## src/rtl/nasti_mem_tester.sv

```systemverilog
// nasti_mem_tester: NASTI master traffic generator and checker.
// Writes NUM_BURSTS INCR bursts of a deterministic pattern starting at
// BASE_ADDR, then reads them back and compares every beat. Only one
// transaction is outstanding at any time.
// Each 32-bit lane of global beat i carries i ^ SEED. w_strb is always all ones.
// Optional build macro NASTI_MEM_TESTER_ERR_LOG_EN: when defined, the byte
// address of the first mismatching read beat of a run is captured on
// first_err_addr. When undefined, first_err_addr is tied to zero.

module nasti_mem_tester #(
    parameter int                    ID_WIDTH   = 8,
    parameter int                    ADDR_WIDTH = 16,
    parameter int                    DATA_WIDTH = 64,
    parameter int                    USER_WIDTH = 1,
    parameter logic [ADDR_WIDTH-1:0] BASE_ADDR  = '0,
    parameter int                    BURST_LEN  = 4,
    parameter int                    NUM_BURSTS = 2,
    parameter logic [31:0]           SEED       = 32'hA5A5_0000
) (
    input  logic                      clk,
    input  logic                      rst,
    input  logic                      start,
    output logic                      busy,
    output logic                      done,
    output logic [15:0]               err_count,
    output logic [ADDR_WIDTH-1:0]     first_err_addr,

    // write address channel
    output logic                      aw_valid,
    input  logic                      aw_ready,
    output logic [ID_WIDTH-1:0]       aw_id,
    output logic [ADDR_WIDTH-1:0]     aw_addr,
    output logic [7:0]                aw_len,
    output logic [2:0]                aw_size,
    output logic [1:0]                aw_burst,
    output logic                      aw_lock,
    output logic [3:0]                aw_cache,
    output logic [2:0]                aw_prot,
    output logic [3:0]                aw_qos,
    output logic [3:0]                aw_region,
    output logic [USER_WIDTH-1:0]     aw_user,

    // write data channel
    output logic                      w_valid,
    input  logic                      w_ready,
    output logic [DATA_WIDTH-1:0]     w_data,
    output logic [DATA_WIDTH/8-1:0]   w_strb,
    output logic                      w_last,
    output logic [USER_WIDTH-1:0]     w_user,

    // write response channel
    input  logic                      b_valid,
    output logic                      b_ready,
    input  logic [ID_WIDTH-1:0]       b_id,
    input  logic [1:0]                b_resp,
    input  logic [USER_WIDTH-1:0]     b_user,

    // read address channel
    output logic                      ar_valid,
    input  logic                      ar_ready,
    output logic [ID_WIDTH-1:0]       ar_id,
    output logic [ADDR_WIDTH-1:0]     ar_addr,
    output logic [7:0]                ar_len,
    output logic [2:0]                ar_size,
    output logic [1:0]                ar_burst,
    output logic                      ar_lock,
    output logic [3:0]                ar_cache,
    output logic [2:0]                ar_prot,
    output logic [3:0]                ar_qos,
    output logic [3:0]                ar_region,
    output logic [USER_WIDTH-1:0]     ar_user,

    // read data channel
    input  logic                      r_valid,
    output logic                      r_ready,
    input  logic [ID_WIDTH-1:0]       r_id,
    input  logic [DATA_WIDTH-1:0]     r_data,
    input  logic [1:0]                r_resp,
    input  logic                      r_last,
    input  logic [USER_WIDTH-1:0]     r_user
);

    localparam int          BYTES       = DATA_WIDTH / 8;
    localparam int          LANES       = DATA_WIDTH / 32;
    localparam int          BURST_BYTES = BURST_LEN * BYTES;
    localparam logic [7:0]  LEN         = 8'(BURST_LEN - 1);
    localparam logic [8:0]  LAST_BEAT   = 9'(BURST_LEN - 1);
    localparam logic [15:0] LAST_BURST  = 16'(NUM_BURSTS - 1);
    localparam logic [2:0]  SIZE        = 3'($clog2(BYTES));

    // Bursts must not cross a 4 KB boundary and lanes must tile the bus.
    if (BURST_LEN * DATA_WIDTH / 8 > 4096) begin : g_chk_4k
        $error("nasti_mem_tester: BURST_LEN*DATA_WIDTH/8 exceeds 4096 bytes");
    end
    if (DATA_WIDTH % 32 != 0) begin : g_chk_width
        $error("nasti_mem_tester: DATA_WIDTH must be a multiple of 32");
    end

    typedef enum logic [2:0] {
        S_IDLE,
        S_WA,
        S_WD,
        S_WB,
        S_RA,
        S_RD
    } state_e;

    state_e      state_q, state_d;
    logic [15:0] burst_q, burst_d;
    logic [8:0]  beat_q, beat_d;
    logic        done_q, done_d;
    logic [15:0] err_count_q, err_count_d;

    logic                  start_ok;
    logic                  last_burst;
    logic                  last_beat;
    logic                  w_hs, b_hs, r_hs;
    logic                  wr_resp_err;
    logic                  rd_beat_err;
    logic                  rd_burst_end;
    logic [31:0]           beat_idx;
    logic [31:0]           lane_val;
    logic [DATA_WIDTH-1:0] pattern;
    logic [ADDR_WIDTH-1:0] burst_addr;

    // Response/read sideband fields carry no information for this tester.
    logic unused_inputs;
    assign unused_inputs = ^{b_id, b_user, r_id, r_user};

    // Shared decode: handshakes, pattern and burst address from counters.
    assign start_ok     = start && (state_q == S_IDLE);
    assign last_burst   = (burst_q == LAST_BURST);
    assign last_beat    = (beat_q == LAST_BEAT);
    assign w_hs         = w_valid && w_ready;
    assign b_hs         = b_valid && b_ready;
    assign r_hs         = r_valid && r_ready;
    assign beat_idx     = 32'(burst_q) * 32'(BURST_LEN) + 32'(beat_q);
    assign lane_val     = beat_idx ^ SEED;
    assign pattern      = {LANES{lane_val}};
    assign burst_addr   = BASE_ADDR + ADDR_WIDTH'(32'(burst_q) * 32'(BURST_BYTES));
    assign wr_resp_err  = b_hs && (b_resp != 2'b00);
    assign rd_beat_err  = r_hs && ((r_data != pattern) || (r_resp != 2'b00) ||
                                   (r_last != last_beat));
    assign rd_burst_end = r_hs && (r_last || last_beat);

    // State and counter registers with synchronous reset.
    // NOTE: sequential state uses non-blocking assignments so every flop
    // samples its pre-edge inputs regardless of process ordering.
    always_ff @(posedge clk) begin
        if (rst) begin
            state_q     <= S_IDLE;
            burst_q     <= '0;
            beat_q      <= '0;
            done_q      <= 1'b0;
            err_count_q <= '0;
        end else begin
            state_q     <= state_d;
            burst_q     <= burst_d;
            beat_q      <= beat_d;
            done_q      <= done_d;
            err_count_q <= err_count_d;
        end
    end

    // Next-state logic: walk write bursts, then read bursts, then back to idle.
    // NOTE: every always_comb output gets a default first so no path can
    // leave it unassigned and infer a latch.
    always_comb begin
        state_d = state_q;
        case (state_q)
            S_IDLE: if (start)                 state_d = S_WA;
            S_WA:   if (aw_ready)              state_d = S_WD;
            S_WD:   if (w_hs && last_beat)     state_d = S_WB;
            S_WB:   if (b_valid)               state_d = last_burst ? S_RA : S_WA;
            S_RA:   if (ar_ready)              state_d = S_RD;
            S_RD:   if (rd_burst_end)          state_d = last_burst ? S_IDLE : S_RA;
            default:                           state_d = S_IDLE;
        endcase
    end

    // Counter, completion and error bookkeeping.
    always_comb begin
        burst_d     = burst_q;
        beat_d      = beat_q;
        done_d      = done_q;
        err_count_d = err_count_q;

        if (start_ok) begin
            burst_d     = '0;
            beat_d      = '0;
            done_d      = 1'b0;
            err_count_d = '0;
        end

        if (state_q == S_WD && w_hs) begin
            beat_d = last_beat ? 9'd0 : beat_q + 9'd1;
        end

        if (state_q == S_WB && b_hs) begin
            burst_d = last_burst ? 16'd0 : burst_q + 16'd1;
        end

        if (state_q == S_RD && r_hs) begin
            beat_d = rd_burst_end ? 9'd0 : beat_q + 9'd1;
            if (rd_burst_end) begin
                if (last_burst) begin
                    burst_d = '0;
                    done_d  = 1'b1;
                end else begin
                    burst_d = burst_q + 16'd1;
                end
            end
        end

        // At most one error source is active in any cycle (WB or RD).
        if ((wr_resp_err || rd_beat_err) && (err_count_q != 16'hFFFF)) begin
            err_count_d = err_count_q + 16'd1;
        end
    end

`ifdef NASTI_MEM_TESTER_ERR_LOG_EN
    logic [ADDR_WIDTH-1:0] first_err_addr_q, first_err_addr_d;
    logic                  err_logged_q, err_logged_d;
    logic [ADDR_WIDTH-1:0] beat_addr;

    assign beat_addr = burst_addr + ADDR_WIDTH'(32'(beat_q) * 32'(BYTES));

    // Capture register for the first failing read beat of a run.
    always_ff @(posedge clk) begin
        if (rst) begin
            first_err_addr_q <= '0;
            err_logged_q     <= 1'b0;
        end else begin
            first_err_addr_q <= first_err_addr_d;
            err_logged_q     <= err_logged_d;
        end
    end

    // Latch the address once per run; a new run re-arms the capture.
    always_comb begin
        first_err_addr_d = first_err_addr_q;
        err_logged_d     = err_logged_q;
        if (start_ok) begin
            first_err_addr_d = '0;
            err_logged_d     = 1'b0;
        end else if (rd_beat_err && !err_logged_q) begin
            first_err_addr_d = beat_addr;
            err_logged_d     = 1'b1;
        end
    end

    assign first_err_addr = first_err_addr_q;
`else
    assign first_err_addr = '0;
`endif

    // Channel valids/readies decoded purely from the registered state.
    always_comb begin
        aw_valid = 1'b0;
        w_valid  = 1'b0;
        w_last   = 1'b0;
        b_ready  = 1'b0;
        ar_valid = 1'b0;
        r_ready  = 1'b0;
        case (state_q)
            S_WA: aw_valid = 1'b1;
            S_WD: begin
                w_valid = 1'b1;
                w_last  = last_beat;
            end
            S_WB: b_ready  = 1'b1;
            S_RA: ar_valid = 1'b1;
            S_RD: r_ready  = 1'b1;
            default: ;
        endcase
    end

    assign busy      = (state_q != S_IDLE);
    assign done      = done_q;
    assign err_count = err_count_q;

    assign aw_id     = '0;
    assign aw_addr   = burst_addr;
    assign aw_len    = LEN;
    assign aw_size   = SIZE;
    assign aw_burst  = 2'b01;
    assign aw_lock   = 1'b0;
    assign aw_cache  = '0;
    assign aw_prot   = '0;
    assign aw_qos    = '0;
    assign aw_region = '0;
    assign aw_user   = '0;

    assign w_data    = pattern;
    assign w_strb    = '1;
    assign w_user    = '0;

    assign ar_id     = '0;
    assign ar_addr   = burst_addr;
    assign ar_len    = LEN;
    assign ar_size   = SIZE;
    assign ar_burst  = 2'b01;
    assign ar_lock   = 1'b0;
    assign ar_cache  = '0;
    assign ar_prot   = '0;
    assign ar_qos    = '0;
    assign ar_region = '0;
    assign ar_user   = '0;

endmodule

```

## config.mk

```make
export PLATFORM = sky130hd
export DESIGN_NAME = nasti_mem_tester
export DESIGN_NICKNAME = d
export VERILOG_FILES = /design/src/rtl/nasti_mem_tester.sv
export SDC_FILE = /design/constraint.sdc
export NUM_CORES = 1
export LEC_CHECK = 0
export BUFFER_PORTS_ARGS = -buffer_cell sky130_fd_sc_hd__buf_2
export CAP_MARGIN = 40
export CORE_AREA = 2 2 122 124
export CTS_BUF_LIST = sky130_fd_sc_hd__clkbuf_16
export CTS_CLUSTER_DIAMETER = 120
export DETAILED_ROUTE_END_ITERATION = 10
export DIE_AREA = 0 0 124 126
export GPL_ROUTABILITY_DRIVEN = 0
export MAX_ROUTING_LAYER = met4
export PLACE_DENSITY_LB_ADDON = 0.12
export SLEW_MARGIN = 20
export SYNTH_ARGS = -nofsm -noshare
export SYNTH_HDL_FRONTEND = slang
export SYNTH_SLANG_ARGS = --single-unit
```

## constraint.sdc

```tcl
create_clock -name clk -period 8 [get_ports clk]
set_clock_uncertainty 0.2 [all_clocks]
set_input_delay 1.2 -clock clk [delete_from_list [all_inputs] [get_ports clk]]
set_output_delay 1.2 -clock clk [all_outputs]
set_load 0.05 [all_outputs]
```

Word-level counts from Yosys, hierarchy flattened
Cells that the tools add are included.

operators by class
  $add $sub $neg = 4
  equal/unequal tests = 16
  multiplexer cells = 31
  bitwise gates (word level) = 1
  reduce and logical (&&, ||, !) cells = 23

operators by type and width
  cell                                                                     count
  16-bit 2-to-1 mux                                                        7
  64-bit inequality test                                                   1
  9-bit 2-to-1 mux                                                         5
  16-bit by 1-bit adder with 16-bit output (second input constant)         2
  3-bit 2-to-1 mux                                                         8
  18-bit by 9-bit adder with 19-bit output                                 1
  3-bit one-hot mux with 6 select lines                                    1
  16-bit by 1-bit equality test with 1-bit output (second input constant)  1
  16-bit inequality test (second input constant)                           1
  1-bit logical AND                                                        12
  2-bit inequality test (second input constant)                            6
  1-bit 2-to-1 mux                                                         10
  9-bit by 1-bit adder with 9-bit output (second input constant)           1
  9-bit by 2-bit equality test with 1-bit output (second input constant)   1
  2-bit NOT with 8-bit output                                              1
  3-bit by 2-bit equality test with 1-bit output (second input constant)   2
  3-bit equality test (second input constant)                              2
  6-bit AND reduction                                                      1
  2-bit nonzero test                                                       3
  3-bit nonzero test                                                       2
  1-bit logical OR                                                         4
  3-bit by 1-bit equality test with 1-bit output (second input constant)   1
  3-bit zero test                                                          1
  1-bit inequality test                                                    1

storage, ports and cells
  bits in registers = 45
  bits of input ports = 95
  output and inout port bits = 221
  word-level logic and storage cells = 80

Longest topological paths before layout
Gate-level depths: netlist of run 1.

  depth in word-level cells = 9
  depth in mapped cells = 15
  mapped depth without buffers = 14

Worst setup path before layout of run 1
Ideal clock, no wire load.

  path kind = register -> output
  start point = register burst_q[0]
  end point = output w_data[42]
  arrival = 2.851 ns
  required time = 6.600 ns
  path slack = 3.749 ns
  cell stages (with the launch flop) = 9
  path buffers = 1
  cell sequence = dfxtp_1 > ha_1 > inv_1 > fa_1 > nand2b_1 > a21oi_2 > o21ai_1 > o2bb2ai_1 > buf_4

on the way
  longest elaborated chain between the ends = 1

RTL lines
  what                                      RTL line  RTL
  start, declared                           109       logic [15:0] burst_q, burst_d;
  start signal, assigned                    158       burst_q <= burst_d;
  18-bit by 9-bit adder with 19-bit output  137       assign beat_idx = 32'(burst_q) * 32'(BURST_LEN) + 32'(beat_q);
  end, declared                             46        output logic [DATA_WIDTH-1:0] w_data,

No other way between the ends.

Worst setup path in the final report of run 1
  start point = register beat_q[0]
  end point = register err_count_q[4] (netlist: err_count[4])

on the way
  longest elaborated chain between the ends = 9
  elaborated cells on any way between the ends = 12
  classes of those cells = add/sub (1); eq/ne (3); mux (1); bitwise (1); reduce/logical (6)

RTL lines
  what                                                     RTL line  RTL
  start, declared                                          110       logic [8:0] beat_q, beat_d;
  start signal, assigned                                   159       beat_q <= beat_d;
  18-bit by 9-bit adder with 19-bit output                 137
  2-bit NOT with 8-bit output (no line)                    n/a
  64-bit inequality test                                   142       assign rd_beat_err = r_hs && ((r_data != pattern) || (r_resp != 2'b00) ||
  1-bit logical OR                                         142
  1-bit logical OR (*)                                     142
  1-bit logical AND (*)                                    142
  1-bit logical OR (*)                                     216       if ((wr_resp_err || rd_beat_err) && (err_count_q != 16'hFFFF)) begin
  1-bit logical AND (*)                                    216
  16-bit 2-to-1 mux or 2-bit nonzero test (tied branches)  n/a
  end signal, assigned                                     161       err_count_q <= err_count_d;
  end, declared                                            112       logic [15:0] err_count_q, err_count_d;

Mark *: on every way between the ends. The rest lies on a longest branch, timed or not.
A chain may end at the register's enable or synchronous reset.

==> results of run 1 <==
## cells in the final DEF (no fill, tap or decap), drive strengths merged, types with 12 or more instances in the layout
master / count
buf: 160
conb: 137
dfxtp: 45
nor2: 39
nand2: 38
a21oi: 32
o21ai: 26
and3: 24
nor3: 17
inv: 16
nand3: 15
ha: 12
nor2b: 12
## cell families (layout without fill, tap and decap cells)
logic type / after synthesis / in the layout / share of synthesized area, %
other: 2 / 137 / 0.154
DFF: 45 / 45 / 18.4
adders and majority gates: 13 / 13 / 3.48
AOI/OAI and AO/OA: 118 / 118 / 16.9
buffers and inverters: 212 / 183 / 30.7
muxes: 10 / 10 / 2.05
and+or+nand+nor: 221 / 221 / 25.2
xor gates and xnor gates: 17 / 17 / 3.05
## worst max-delay path, stage by stage (launching register included)
cell and delay, ns:
dfxtp_1 0.46, ha_1 0.23, nor4b_1 0.46, nand2_1 0.19
ha_1 0.31, nor3b_1 0.19, nand4_1 0.15, nor4_1 0.37
o311a_1 0.28, o2111ai_1 0.15, a2111o_1 0.47, o31ai_4 0.31
a21oi_1 0.21, nor2b_2 0.48, a22o_1 0.22
## cell type report
cell class / instances / area [um^2] / share of cell area [%]
flip-flops and latches: 45 / 901 / 17.6
repair buffers: 160 / 801 / 15.6
clock buffers: 5 / 125 / 2.44
clock inverters: 3 / 13.8 / 0.269
well taps: 184 / 230 / 4.50
inverters: 15 / 56.3 / 1.10
multi-input cells: 516 / 2990 / 58.5
## routing by layer
layer	track usage [%]	wire length [um]	vias up
met5	-	0	-
met4	3.17	123	0
met3	2.40	661	6
met2	23.9	5720	166
met1	18.2	5110	1987
li1	-	-	2134
## where the power goes
part | switching (mW) | internal, mW
combinational | 0.268 | 0.0601
clock | 0.0851 | 0.114
sequential | 0.0141 | 0.230
total | 0.367 | 0.404
## Yosys cell counts, drive strengths merged (10+ instances only)
cell | instances | share of area [%]
buf | 186 | 29
dfxtp | 45 | 18
nor2 | 39 | 3.0
nand2 | 38 | 3.0
a21oi | 32 | 3.4
o21ai | 26 | 2.7
and3 | 24 | 3.2
nor3 | 17 | 1.7
inv | 15 | 1.2
nand3 | 15 | 1.8
ha | 12 | 3.1
nor2b | 12 | 1.6
clkbuf | 11 | 0.87
mux2i | 10 | 2.0
or2 | 10 | 1.3
## per-stage QoR
| stage | hold slack (ns) | setup slack, ns |
|---|---|---|
| 2_1_floorplan | 0.287 | 3.75 |
| 3_3_place_gp | 0.316 | 3.12 |
| 3_5_place_dp | 0.319 | 3.04 |
| 4_1_cts | 0.336 | 3.00 |
| 5_1_grt | 0.368 | 2.71 |
| 6_report | 0.321 | 3.28 |
## flip-flops by register name, indices dropped and copies added (netlist names)
register / cells
state_q: 3
beat_q: 9
done: 1
err_count: 16
burst_q: 16
## final timing paths
kind	end	slack, ns
max	err_count[4]	3.28
min	done	0.32
max reg2reg	err_count[4]	3.28
min reg2reg	done	0.32
==> flow_summary.yaml, run 1 <==
synth:
  postSynth.asyncResetShare_pct: 0
  seq_area_frac_synth_pct: 18.4
  syn_area_um2: 4890
  syn-instance-count: 638
  ys_warn_count: 0
  yosys_register_bits: 45
  syn_avg_cell_area_um2: 7.66
  synth_ff_type: "dfxtp_1"
  synth.distinct_cells: 66
  synth_edf_count: 0
grt:
  grt_pass1_vias: 3689
  grt_pass1_wl_mm: 17.7
  grt-ovfl-total: 0
  grtUsageTotal_pct: 14.4
  antenna_found_initial: 0
  grt_max_degree: 30
routing:
  drc: 0
  drt_wl_total_mm: 11.6
  vias_per_cell: 4.63
  ant_nets: 0
  vias: 4293
  drt-wirelength-per-cell_um: 12.5
  first_pass_iters: 4
  drt_iter0_drc: 129
sta:
  timing.final.crit_period_ns: 4.72
  tightest_slew_ns: 0.827
  final-setup-viol-count: 0
  tns_ns: 0
  rsz0062_at_grt: "false"
  slew-limit-headroom_pct: 44.8
  hold_viol_final: 0
  fin_crit_sh_pct: 59.0
  maxSlewViolCount: 0
  fmax_mhz: 212
finish:
  nNetsFinal: 851
  fill_cells: 1536
  finalInstanceArea_um2: 5120
  area_delta_synth_final_pct: 4.81
  diodes: 0
  fin_util_pct: 35.8
  post_route_cells_drive_above_1_share_pct: 25.7
  fin_cells: 928
floorplan:
  rows: 44
  die_x_um: 124
  die-area_um2: 15600
  core-area_um2: 14300
  die_h_um: 126
  initial_core_util_pct: 34.1
  io_pins: 316
critical_path:
  cp_max_fo: 12
  reg2regPathDepth: 14
  cp-end-kind: "flip-flop"
  arrival_ns: 4.75
  cp.required_ns: 8.03
  critPathKind: "reg2reg"
  crit_path_start_kind: "flip-flop"
  critPathLaunch: "beat_q[0]"
  worstReg2RegStart: "beat_q[0]"
clock_network:
  cts_root_buffer: "clkbuf_16"
  clock_sinks: 45
  clockBufferDepth: 2
  clk_pin_slew_ns: 0.06
  postCtsHoldBufs: 0
  post_cts.repair.setup_buffers: 0
  cts_tree: "done"
  clk_latency_ns: 0.28
  cts_buffers: 5
  htree_levels: 2
  cts_resized: 0
pwr:
  power_density_nw_per_um2: 151
  p_leak_nw: 2.67
  worst_ir_drop_vdd_uv: 75.3
  finalPower_mw: 0.771
hold_path:
  hold_path_depth: 2
  hold_path_class: "reg2reg"
  min_from: "done"
placed_design:
  portBuffers: 160
  place_hpwl_mm: 9.40
  dp_cells: 920
  place_area_um2: 4980
run_status:
  status: "finished, final reports clean"
job:
  drv_cap: 0
Power figures use the tool's default switching activity.
==> run 2: changes to the inputs <==
- clock period: 8 -> 4.7 ns (I/O delays scaled with it)
==> run 2 against run 1 <==
Non-clock buffer count is 7 higher. Maximum frequency is 9.8% higher. Wire length is 2.4% higher. Sequential cell count stayed put. Design area is 1.6% higher. Sequential share of layout area is 0.27 points lower. Combinational power is 74% higher.
==> flow_summary.yaml, run 2 (synthesis gave the netlist of run 1 again) <==
hold_path:
  whs_endpoint: "done"
  hold_path_class: "reg2reg"
  min_from: "done"
  hold_path_depth: 2
critical_path:
  critPathKind: "reg2reg"
  arrival_ns: 4.28
  reg2regPathDepth: 15
  crit_path_max_incr_delay_ns: 0.47
  crit_chain: "ha_1, nor4b_1, nand2_1, ha_1, nor3b_1, nand4_1, nor4_1, buf_4, o311a_1, o2111ai_1, a2111o_1, o31ai_4, a211oi_2, and3b_1, a211o_1"
  cp-end-kind: "flip-flop"
  cpLargestDelayFamily: "compound AO/OA/AOI/OAI gates"
  rr_endpoint: "err_count[13]"
  crit_buf_inv: 1
  cp.required_ns: 4.68
  cp_common_cell: "ha_1"
  ff2ff_setup_slack_ns: 0.40
  cp_max_fo: 14
  worstReg2RegStart: "beat_q[1]"
  cp_slowest_cell: "a2111o_1"
  crit_path_start_kind: "flip-flop"
sta:
  timing.final.crit_period_ns: 4.30
  rsz0062_at_grt: "false"
  tightest_slew_ns: 0.842
  hold_slack_ns: 0.320
  tns_ns: 0
  hold_viol_final: 0
  maxSlewViolCount: 0
  setup_ws_ns: 0.401
  slew-limit-headroom_pct: 43.8
  fmax_mhz: 233
  final-setup-viol-count: 0
  fin_crit_sh_pct: 91.5
grt:
  grt_pass1_vias: 3833
  grt_pass1_wl_mm: 18.7
  antenna_found_initial: 0
  grt-ovfl-total: 0
  grtUsageTotal_pct: 15.0
  grt_max_degree: 30
clock_network:
  cts_root_buffer: "clkbuf_16"
  cts_buffers: 5
  post_cts.repair.setup_buffers: 0
  clk_pin_slew_ns: 0.07
  clock_sinks: 45
  clockBufferDepth: 2
  htree_levels: 2
  clk_latency_ns: 0.28
  cts_tree: "done"
routing:
  drt_wl_total_mm: 11.9
  vias: 4337
  first_pass_iters: 4
  ant_nets: 0
  vias_per_cell: 4.64
  drt-wirelength-per-cell_um: 12.7
  drc: 0
  drt_iter0_drc: 171
finish:
  nNetsFinal: 858
  area_delta_synth_final_pct: 6.48
  finalInstanceArea_um2: 5200
  final_cell_mix: "160 x buf_2, 137 x conb_1, 45 x dfxtp_1"
  fin_cells: 935
  final_common_cell: "buf_2"
  post_route_cells_drive_above_1_share_pct: 26.2
  diodes: 0
  fill_cells: 1532
floorplan:
  initial_core_util_pct: 34.1
  io_pins: 316
  die_x_um: 124
  die_h_um: 126
  die-area_um2: 15600
  rows: 44
  core-area_um2: 14300
pwr:
  p_leak_nw: 2.71
  worst_ir_drop_vdd_uv: 130
  power_density_nw_per_um2: 265
job:
  drv_cap: 0
run_status:
  status: "finished, final reports clean"
placed_design:
  place_hpwl_mm: 9.63
  place_area_um2: 5030
  dp_slack_ns: 0.243
  dp_cells: 927
  portBuffers: 160
-- run 2: cell count changes in the layout (fill, tap and decap cells not counted) --
cell       delta
nor2b_2       -1
nor2b_4       +1
buf_4         +7
clkinv_2      -2
bufinv_16     +1
clkinv_1      +1
-- run 2: worst min-delay path: cells and delay by family, from the launching register on --
family | cells | cell delay [ns]
AND/OR/NAND/NOR | 1 | 0.08
AO/OA/AOI/OAI | 1 | 0.07
flip-flops | 1 | 0.34
-- run 2: worst max path at each step --
stage	startpoint	to	slack [ns]	depth (start not counted)
6_report	beat_q[1]	err_count[13]	0.40	15
5_1_grt	beat_q[1]	err_count[13]	0.04	15
4_1_cts	beat_q[1]	err_count[4]	0.18	15
3_5_place_dp	beat_q[1]	err_count[3]	0.24	15
3_3_place_gp	beat_q[0]	err_count[4]	0.33	15
2_1_floorplan	burst_q[0]	err_count[13]	0.45	14
-- run 2: through the flow --
stage	total power, mW	utilization [%]
finish	1.38	36.3
global route	1.45	36.3
CTS	1.38	36.3
detailed placement	0.987	35.2
global placement	0.983	35.2
floorplan	0.987	-
-- run 2: where the power goes --
group          total [mW]  leakage, nW  switching (mW)  internal, mW
combinational       0.571         2.27           0.464         0.107
clock               0.399       0.0826           0.151         0.247
sequential          0.411        0.363          0.0193         0.392
total                1.38         2.71           0.634         0.746
-- run 2: cell type report --
class / count / area (um^2) / area share (%)
Clock buffer: 5 / 125 / 2.41
Clock inverter: 3 / 37.5 / 0.722
Inverter: 15 / 56.3 / 1.08
Multi-Input combinational cell: 516 / 3000 / 57.6
Sequential cell: 45 / 901 / 17.3
Tap cell: 184 / 230 / 4.43
Timing Repair Buffer: 167 / 853 / 16.4
-- run 2: metal layers --
metal  track usage (%)  vias up  share of wire [%]
met4              2.25        0               0.50
met2              26.1      161                 50
met3              1.72        6                5.5
li1                  -     2153                  -
met5                 -        -                  0
met1              19.1     2017                 44
-- run 2: timing repair --
item | CTS | global route
hold buffers | 0 | 0
gates resized for setup | 0 | 1
hold endpoints to repair | 0 | 0
setup endpoints to repair | 0 | 12
